==> config.mk <==
export PLATFORM = sky130hd
export DESIGN_NAME = lvds_link_sched
export DESIGN_NICKNAME = d
export VERILOG_FILES = /design/src/rtl/lvds_link_sched.sv
export SDC_FILE = /design/constraint.sdc
export NUM_CORES = 1
export LEC_CHECK = 0
export BUFFER_PORTS_ARGS = -buffer_cell sky130_fd_sc_hd__buf_4
export CORE_AREA = 2 2 140 142
export DETAILED_ROUTE_END_ITERATION = 10
export DIE_AREA = 0 0 142 144
export GPL_TIMING_DRIVEN = 1
export MAX_ROUTING_LAYER = met4
export PLACE_DENSITY = 0.63
export SYNTH_ARGS = -nofsm -noshare
export SYNTH_HDL_FRONTEND = slang
export SYNTH_SLANG_ARGS = --single-unit
==> constraint.sdc <==
create_clock -name clock -period 1.8 [get_ports clock]
set_input_delay 0.36 -clock clock [delete_from_list [all_inputs] [get_ports clock]]
set_output_delay 0.36 -clock clock [all_outputs]
set_load 0.01 [all_outputs]
==> src/rtl/lvds_link_sched.sv <==
// rtl/lvds_link_sched.sv - round-robin LVDS command link scheduler, one transaction in flight
// Define LVDS_SCHED_CAL_EN to compile in the post-reset link calibration sequence.
module lvds_link_sched #(
  parameter int NREQ       = 4,
  parameter int TIMEOUT    = 96,
  parameter int CAL_PASSES = 4
) (
  input  logic                 clock,
  input  logic                 reset_n,
  input  logic [NREQ-1:0]      req,
  input  logic [56*NREQ-1:0]   req_data,
  output logic [NREQ-1:0]      ack,
  output logic                 err,
  output logic [31:0]          rdata,
  output logic                 tx_valid,
  output logic [55:0]          tx_data,
  input  logic                 rx_valid,
  input  logic [31:0]          rx_data,
  output logic                 link_up,
  output logic [7:0]           cal_errors
);

  localparam int LW = $clog2(NREQ);
  localparam int TW = $clog2(TIMEOUT + 1);
  localparam int PW = $clog2(CAL_PASSES + 1);

  if (NREQ < 2 || NREQ > 8) begin : g_bad_nreq
    $error("lvds_link_sched: NREQ must be 2..8");
  end
  if (TIMEOUT < 1 || CAL_PASSES < 1 || PW < 1) begin : g_bad_cfg
    $error("lvds_link_sched: TIMEOUT and CAL_PASSES must be positive");
  end

  typedef enum logic [2:0] {
    IDLE     = 3'd0,
    SEND     = 3'd1,
    WAIT     = 3'd2
`ifdef LVDS_SCHED_CAL_EN
    ,
    CAL_SEND = 3'd3,
    CAL_WAIT = 3'd4
`endif
  } state_t;

`ifdef LVDS_SCHED_CAL_EN
  localparam state_t RESET_STATE = CAL_SEND;
`else
  localparam state_t RESET_STATE = IDLE;
`endif

  state_t            state_q, state_d;
  logic [LW-1:0]     last_q, last_d;
  logic [LW-1:0]     grant_q, grant_d;
  logic [TW-1:0]     cnt_q, cnt_d;
  logic [NREQ-1:0]   ack_q, ack_d;
  logic              err_q, err_d;
  logic [31:0]       rdata_q, rdata_d;
  logic              tx_valid_q, tx_valid_d;
  logic [55:0]       tx_data_q, tx_data_d;
  logic              link_up_q, link_up_d;
`ifdef LVDS_SCHED_CAL_EN
  logic [PW-1:0]     pass_q, pass_d;
  logic [7:0]        cal_seq_q, cal_seq_d;
  logic [7:0]        cal_err_q, cal_err_d;
`endif

  logic              found;
  logic [LW-1:0]     gidx;
  logic              timed_out;

  function automatic logic [LW-1:0] rr_index(input logic [LW-1:0] base, input int off);
    int s;
    s = int'(base) + off;
    if (s >= NREQ) s = s - NREQ;
    return LW'(s);
  endfunction

  // Scan from the farthest offset down so the nearest requester after last wins.
  always_comb begin
    found = 1'b0;
    gidx  = '0;
    for (int k = NREQ; k >= 1; k--) begin
      if (req[rr_index(last_q, k)]) begin
        found = 1'b1;
        gidx  = rr_index(last_q, k);
      end
    end
  end

  assign timed_out = (cnt_q == TW'(TIMEOUT));

  always_comb begin
    state_d    = state_q;
    last_d     = last_q;
    grant_d    = grant_q;
    cnt_d      = cnt_q;
    ack_d      = '0;
    err_d      = 1'b0;
    rdata_d    = rdata_q;
    tx_valid_d = 1'b0;
    tx_data_d  = tx_data_q;
`ifdef LVDS_SCHED_CAL_EN
    link_up_d  = link_up_q;
    pass_d     = pass_q;
    cal_seq_d  = cal_seq_q;
    cal_err_d  = cal_err_q;
`else
    link_up_d  = 1'b1;
`endif
    case (state_q)
      IDLE: begin
        if (link_up_q && found) begin
          grant_d   = gidx;
          tx_data_d = req_data[56*int'(gidx) +: 56];
          state_d   = SEND;
        end
      end
      SEND: begin
        tx_valid_d = 1'b1;
        cnt_d      = '0;
        state_d    = WAIT;
      end
      WAIT: begin
        cnt_d = cnt_q + TW'(1);
        if (rx_valid) begin
          rdata_d         = rx_data;
          ack_d[grant_q]  = 1'b1;
          last_d          = grant_q;
          state_d         = IDLE;
        end else if (timed_out) begin
          rdata_d         = 32'hFFFF_FFFF;
          ack_d[grant_q]  = 1'b1;
          err_d           = 1'b1;
`ifdef LVDS_SCHED_CAL_EN
          link_up_d       = 1'b0;
          pass_d          = '0;
          state_d         = CAL_SEND;
`else
          state_d         = IDLE;
`endif
        end
      end
`ifdef LVDS_SCHED_CAL_EN
      CAL_SEND: begin
        tx_valid_d = 1'b1;
        tx_data_d  = {8'h00, 7'h0, 1'b1, 8'h00, 16'hA5C3, 8'h00, cal_seq_q};
        cal_seq_d  = cal_seq_q + 8'd1;
        cnt_d      = '0;
        state_d    = CAL_WAIT;
      end
      CAL_WAIT: begin
        cnt_d = cnt_q + TW'(1);
        // The echo is checked against the frame still held on tx_data.
        if (rx_valid && rx_data == tx_data_q[31:0]) begin
          if (pass_q == PW'(CAL_PASSES - 1)) begin
            pass_d    = '0;
            link_up_d = 1'b1;
            state_d   = IDLE;
          end else begin
            pass_d  = pass_q + PW'(1);
            state_d = CAL_SEND;
          end
        end else if (rx_valid || timed_out) begin
          pass_d = '0;
          if (cal_err_q != 8'hFF) cal_err_d = cal_err_q + 8'd1;
          state_d = CAL_SEND;
        end
      end
`endif
      default: state_d = RESET_STATE;
    endcase
  end

  always_ff @(posedge clock or negedge reset_n) begin
    if (!reset_n) begin
      state_q    <= RESET_STATE;
      last_q     <= LW'(NREQ - 1);
      grant_q    <= '0;
      cnt_q      <= '0;
      ack_q      <= '0;
      err_q      <= 1'b0;
      rdata_q    <= '0;
      tx_valid_q <= 1'b0;
      tx_data_q  <= '0;
      link_up_q  <= 1'b0;
`ifdef LVDS_SCHED_CAL_EN
      pass_q     <= '0;
      cal_seq_q  <= '0;
      cal_err_q  <= '0;
`endif
    end else begin
      state_q    <= state_d;
      last_q     <= last_d;
      grant_q    <= grant_d;
      cnt_q      <= cnt_d;
      ack_q      <= ack_d;
      err_q      <= err_d;
      rdata_q    <= rdata_d;
      tx_valid_q <= tx_valid_d;
      tx_data_q  <= tx_data_d;
      link_up_q  <= link_up_d;
`ifdef LVDS_SCHED_CAL_EN
      pass_q     <= pass_d;
      cal_seq_q  <= cal_seq_d;
      cal_err_q  <= cal_err_d;
`endif
    end
  end

  assign ack      = ack_q;
  assign err      = err_q;
  assign rdata    = rdata_q;
  assign tx_valid = tx_valid_q;
  assign tx_data  = tx_data_q;
  assign link_up  = link_up_q;
`ifdef LVDS_SCHED_CAL_EN
  assign cal_errors = cal_err_q;
`else
  assign cal_errors = '0;
`endif

endmodule

==> impl_metrics.json, run 1 <==
{
  "fin_total_pwr_mw": 15.38,
  "worstPathRequired_ns": 2.04,
  "die-width_microns": 142,
  "cts_tree": "built",
  "yosys_warnings": 0,
  "core_area_sq_um": 19080,
  "critPathMaxFanout": 9,
  "synth.distinct_cells": 46,
  "cts_buffers": 9,
  "syn-instance-count": 585,
  "grt_usage": 0.2291,
  "rsz0062_at_grt": "yes",
  "synth_top_area_share": 0.4224,
  "ys_top_cells_by_area": "dfrtp_1 (42%), a211oi_2 (11%), mux2i_1 (9.2%)",
  "r2r_slack_ns": -0.16,
  "die-area_sq_um": 20450,
  "cp_num_cells": 7,
  "violations": "negative hold slack, negative setup slack",
  "first_global_vias": 6276,
  "cts_num_sinks": 108,
  "num_antenna_cells": 0,
  "fin_crit_ns": 1.955,
  "cp-start-kind": "register",
  "drive_gt1_frac": 0.6292,
  "num_rows": 51,
  "initial_core_util": 0.3291,
  "path_clk_slew_ns": 0.08,
  "critPathArrivalTime_ns": 2.20,
  "htreeDepth": 3,
  "cp_cell_sequence": "mux2i_2, o22ai_4, buf_12, nor2_8, clkbuf_16, mux2i_1, a211oi_2",
  "startpoint": "last_q[1]$_DFFE_PN1P_",
  "placed_area_sq_um": 9717,
  "setup_slack_ns": -0.1552,
  "critPathBufInv": 2,
  "grt.overflow.total": 0,
  "crit_slowest_cell": "dfstp_2",
  "grt_max_degree": 69,
  "synthToLayoutAreaGrowth_pct": 71.89,
  "vias": 6275,
  "finalCritPeriodShare": 1.086,
  "critPathKind": "register to register",
  "critical_path.max_stage_delay_ns": 0.55,
  "ys_ff_latch": 108,
  "avgRoutedWirePerCell_microns": 19.89,
  "end_kind": "register",
  "yosysMostFrequentCell": "dfrtp_1",
  "r2r-end": "tx_data[1]$_DFFE_PN0P_",
  "yosysSeqAreaShare": 0.4308,
  "vias_per_cell": 5.122,
  "pre_cts_ws_ns": -0.2530,
  "antenna_found_initial": 0,
  "stdcell_area_sq_um": 10790,
  "grt_pass1_wl_mm": 34.69,
  "hold_buffers": 0,
  "cts_root_buf": "clkbuf_16",
  "post-route-drc-count": 0,
  "cp_top_family": "flip-flops",
  "powerDensity_nw_per_um2": 1425,
  "min_path_type": "input pin to async pin",
  "setup_viol": 56,
  "gp_routability_congestion": 0.8601,
  "holdWs_ns": -0.005586,
  "syn_area_sq_um": 6280,
  "drt-total-wl_mm": 24.37,
  "max_freq_ghz": 0.5115,
  "worst-slew-pin-transition_ns": 0.5777,
  "maxSlewViolCount": 0,
  "vdd_drop_max_mv": 0.7149,
  "first_pass_iters": 4,
  "fp.dieH_microns": 144,
  "cp-endpoint": "tx_data[1]$_DFFE_PN0P_",
  "power_leakage_nw": 4.793,
  "dp_hpwl_mm": 18.02,
  "yosys.area.top_type": "dfrtp_1",
  "slew_headroom": 0.6149,
  "maxCapViolCount": 0,
  "outcome": "complete, but fails checks",
  "synth_ff_type": "dfrtp_1",
  "final_nets": 1250,
  "synth-edff-count": 0,
  "portBuffers": 357,
  "ant_nets": 0,
  "regToRegStartpoint": "last_q[1]$_DFFE_PN1P_",
  "clock_path_buffers": 2,
  "ys_top_cells_by_count": "dfrtp_1 (106), nor2_1 (60), mux2i_1 (58)",
  "async_reset_ff_frac": 1.000,
  "io_pins": 366,
  "reg2reg_depth": 7,
  "hold_viol": 2,
  "clock_skew_ns": 0.008971,
  "clock_latency_ns": 0.36,
  "drt_iter0_markers": 340,
  "synth_area_per_cell_sq_um": 10.73
}
-- cell usage in the layout (no fill, tap or decap), types with 9 or more instances in the layout --
| cell | instances |
|---|---|
| a211oi_1 | 19 |
| a211oi_2 | 91 |
| buf_12 | 21 |
| buf_4 | 401 |
| buf_6 | 10 |
| clkbuf_16 | 11 |
| conb_1 | 9 |
| dfrtp_1 | 106 |
| mux2i_1 | 34 |
| mux2i_2 | 21 |
| nand2_1 | 33 |
| nor2_1 | 59 |
| nor3_1 | 20 |
| nor3b_1 | 16 |
| nor3b_2 | 20 |
| o22a_1 | 32 |
-- cell families (layout without fill, tap and decap cells) --
kind of cell | after synthesis | count (layout) | share of synthesized area
flops | 108 | 108 | 0.4308
compound gates | 167 | 167 | 0.2506
other cells | 2 | 9 | 0.001196
buf+inv | 67 | 462 | 0.06276
xor+xnor | 1 | 1 | 0.001395
mux | 61 | 61 | 0.09783
simple gates | 174 | 174 | 0.1455
fa+ha+maj | 5 | 5 | 0.009962
-- power by group --
group	total, mW	internal [mW]	switching (mW)
sequential	4.20	3.52	0.675
clock	2.20	1.13	1.07
combinational	8.98	4.68	4.30
-- per-layer routing --
| layer | vias to the layer above | routed length [microns] | global-route usage | part of all wire |
|---|---|---|---|---|
| li1 | 2952 | - | - | - |
| met3 | 43 | 1485 | 0.04139 | 0.061 |
| met4 | 0 | 639 | 0.07421 | 0.026 |
| met5 | - | 0 | - | 0 |
| met1 | 3028 | 9857 | 0.2747 | 0.40 |
| met2 | 252 | 12390 | 0.3928 | 0.51 |
-- repair_timing --
item / CTS / global route
setup buffers: 5 / 2
pin swaps: 8 / 5
endpoints found under the setup margin: 56 / 60
resized for setup: 73 / 50
cloned: 2 / 2
endpoints found under the hold margin: 0 / 0
-- worst min path at each step --
stage / slack (ns) / to / from
2_1_floorplan: 0.06 / ack[0]$_DFF_PN0_ / reset_n
3_3_place_gp: 0.41 / tx_data[15]$_DFFE_PN0P_ / reset_n
3_5_place_dp: 0.41 / tx_data[7]$_DFFE_PN0P_ / reset_n
4_1_cts: 0.02 / tx_data[15]$_DFFE_PN0P_ / reset_n
5_1_grt: 0.04 / tx_data[7]$_DFFE_PN0P_ / reset_n
6_report: -0.006 / tx_data[7]$_DFFE_PN0P_ / reset_n
-- state kept, by name (all words and copies together), names as in the netlist --
signal    count
tx_data      56
rdata        32
cnt_q         7
ack           4
grant_q       2
last_q        2
state_q       2
err           1
link_up       1
tx_valid      1
-- per-stage QoR --
step / utilization / cells / TNS (ns)
floorplan: - / 592 / -0.4764
global placement: 0.5093 / 1199 / -7.351
detailed placement: 0.5093 / 1199 / -7.941
CTS: 0.5509 / 1222 / -3.523
global route: 0.5657 / 1225 / -8.686
finish: 0.5657 / 1225 / -4.493
-- worst register-to-register path, delay by kind of cell, from the launching register on --
family                 cells  cell delay (ns)
AO/OA/AOI/OAI              2             0.22
AND/OR/NAND/NOR            1             0.21
flip-flops                 1             0.55
buffers and inverters      2             0.37
multiplexers               2             0.50
-- cell type report --
cell class	count	area [sq um]
Inverter	7	26.28
Tap cell	238	297.8
Timing Repair Buffer	439	3694
Clock buffer	9	225.2
Fill cell	1679	8285
Clock inverter	7	102.6
Sequential cell	108	2705
Multi-Input combinational cell	417	3744
Power figures use the tool's default switching activity.
==> inputs of run 2 (changes only) <==
--- a/config.mk
+++ b/config.mk
@@ -5,10 +5,11 @@
 export SDC_FILE = /design/constraint.sdc
 export NUM_CORES = 1
 export LEC_CHECK = 0
+export ABC_CLOCK_PERIOD_IN_PS = 1800
 export BUFFER_PORTS_ARGS = -buffer_cell sky130_fd_sc_hd__buf_4
-export CORE_AREA = 2 2 140 142
+export CORE_AREA = 3 3 141 143
 export DETAILED_ROUTE_END_ITERATION = 10
-export DIE_AREA = 0 0 142 144
+export DIE_AREA = 0 0 144 146
 export GPL_TIMING_DRIVEN = 1
 export MAX_ROUTING_LAYER = met4
 export PLACE_DENSITY = 0.63
==> run 2 against run 1 <==
Cell area grew 3.2%. Utilization increased by 3.0 points. Die area grew 2.8%. Sequential share of layout area shrank 0.78 points. Largest power group unchanged. Fmax grew 0.94%. Critical endpoint is now tx_data[31]$_DFFE_PN0P_. Combinational power is 6.2% higher. Clock-buffer cell count unchanged. Worst hold slack gained 0.19 ns. The run ends with negative setup slack left. Largest cell class unchanged. Power up 3.0%. Sequential cell count is the same. Worst setup slack better by 0.018 ns.
==> impl_metrics.json, run 2 (same netlist as run 1, synthesis figures left out) <==
{
  "hold_viol": 0,
  "min_to": "err$_DFF_PN0_",
  "maxSlewViolCount": 0,
  "post-route-drc-count": 0,
  "power_leakage_nw": 4.873,
  "reg2reg_depth": 8,
  "cts_num_sinks": 108,
  "pwr-share-clk": 0.132,
  "setup_viol": 57,
  "die-width_microns": 144,
  "setup_tns_ns": -5.352,
  "clock_latency_ns": 0.36,
  "final_nets": 1252,
  "stdcell_area_sq_um": 11140,
  "grt.overflow.total": 0,
  "vias": 6316,
  "vdd_drop_max_mv": 0.7441,
  "critPathKind": "register to register",
  "first_pass_iters": 4,
  "critPathArrivalTime_ns": 2.18,
  "holdCritStartpoint": "rx_valid",
  "switching_share": 0.4029,
  "largest_register_ff_count": 56,
  "ant_nets": 0,
  "initial_core_util": 0.3357,
  "num_antenna_cells": 0,
  "fp.dieH_microns": 146,
  "cts_buffers": 9,
  "htreeDepth": 3,
  "regToRegStartpoint": "last_q[0]$_DFFE_PN1P_",
  "drt-total-wl_mm": 25.55,
  "outcome": "complete, but fails checks",
  "fin_total_pwr_mw": 15.85,
  "vias_per_cell": 5.164,
  "pwr-share-comb": 0.602,
  "internal-power_mw": 9.463,
  "violations": "negative setup slack",
  "drt_iter0_markers": 217,
  "cts_root_buf": "clkbuf_16",
  "r2r_slack_ns": -0.14,
  "min_path_type": "input pin to register",
  "min_path_cells": 2,
  "mostFrequentLayoutCell": "buf_4",
  "finalCritPeriodShare": 1.076,
  "setup_slack_ns": -0.1369,
  "cp-start-kind": "register",
  "layout_common_cells": "buf_4 (396), dfrtp_1 (106), a211oi_2 (93), nor2_1 (59)",
  "io_pins": 366,
  "rsz0062_at_grt": "yes",
  "clock_path_buffers": 2,
  "critPathMaxFanout": 10,
  "placed_area_sq_um": 9612,
  "maxCapViolCount": 0,
  "core_area_sq_um": 18710,
  "gp_routability_congestion": 0.8458,
  "r2r-end": "tx_data[31]$_DFFE_PN0P_",
  "powerDensity_nw_per_um2": 1423,
  "first_global_vias": 6603,
  "worstPathRequired_ns": 2.04,
  "grt_pass1_wl_mm": 36.12,
  "max_freq_ghz": 0.5163,
  "path_clk_slew_ns": 0.08,
  "grt_max_degree": 41,
  "dp_hpwl_mm": 18.15,
  "die-area_sq_um": 21020,
  "fin_crit_ns": 1.937,
  "power_switching_mw": 6.385,
  "fin_util": 0.5955,
  "num_rows": 50,
  "avgRoutedWirePerCell_microns": 20.89,
  "clock_skew_ns": 0.008999,
  "cts_tree": "built",
  "antenna_found_initial": 0,
  "synthToLayoutAreaGrowth_pct": 77.39,
  "drive_gt1_frac": 0.6522,
  "end_kind": "register",
  "grt_usage": 0.2251,
  "p_seq_frac": 0.265,
  "portBuffers": 357
}
==> run 2: changes by cell type in the layout (fill, tap and decap cells not counted), sizes merged <==
cell and change:
inv +1, dlygate4sd3 +1, bufinv -1, clkbuf +4, buf -3
==> run 2: layer usage <==
metal / up-vias / track usage / wire length [microns]
met1: 3031 / 0.2545 / 9686
li1: 2954 / - / -
met4: 0 / 0.07580 / 906
met2: 267 / 0.3880 / 13110
met5: - / - / 0
met3: 64 / 0.05258 / 1838
==> run 2: timing repair <==
action | CTS | global route
gates resized for setup | 88 | 91
endpoints found under the setup margin | 56 | 59
gates cloned | 2 | 8
hold endpoints to repair | 16 | 0
hold buffers | 1 | 0
pin swaps | 19 | 38
setup buffers | 4 | 18
==> run 2: worst max-delay path, stage by stage, from the launching register on <==
cell and delay [ns]:
dfstp_2 0.39, o21ai_1 0.16, a21oi_4 0.11, buf_4 0.14, or3_4 0.40, buf_12 0.15
nor2_8 0.20, buf_12 0.19, a211oi_2 0.08
==> run 2: metrics by stage <==
stage	setup slack [ns]	hold WS, ns	cells
4_1_cts	-0.1021	0.1573	1202
3_3_place_gp	-0.1287	0.2649	1179
6_report	-0.1369	0.1819	1223
5_1_grt	-0.1962	0.1660	1223
2_1_floorplan	-0.01601	0.06441	592
3_5_place_dp	-0.1633	0.2679	1179
==> run 2: power by group through the flow <==
stage               Sequential, mW  Combinational, mW  Clock [mW]
floorplan                     4.60               3.69           0
global placement              4.22               7.76           0
detailed placement            4.22               7.86           0
CTS                           4.20               8.53        2.18
global route                  4.34               10.1        2.27
finish                        4.21               9.54        2.10
==> run 2: area by class of cell <==
class	count	area [sq um]
inverters	7	28.78
clock buffers	9	225.2
flip-flops and latches	108	2705
clock inverters	7	88.84
repair buffers	441	3767
fillers	1568	7566
well taps	234	292.8
multi-input cells	417	4031
==> run 2: worst max-delay path by stage <==
stage / startpoint / end / cells past startpoint
floorplan: last_q[1]$_DFFE_PN1P_ / tx_data[0]$_DFFE_PN0P_ / 7
detailed placement: last_q[1]$_DFFE_PN1P_ / tx_data[4]$_DFFE_PN0P_ / 7
global route: last_q[0]$_DFFE_PN1P_ / tx_data[48]$_DFFE_PN0P_ / 8
finish: last_q[0]$_DFFE_PN1P_ / tx_data[31]$_DFFE_PN0P_ / 8
global placement: last_q[1]$_DFFE_PN1P_ / tx_data[46]$_DFFE_PN0P_ / 6
CTS: last_q[1]$_DFFE_PN1P_ / tx_data[27]$_DFFE_PN0P_ / 8
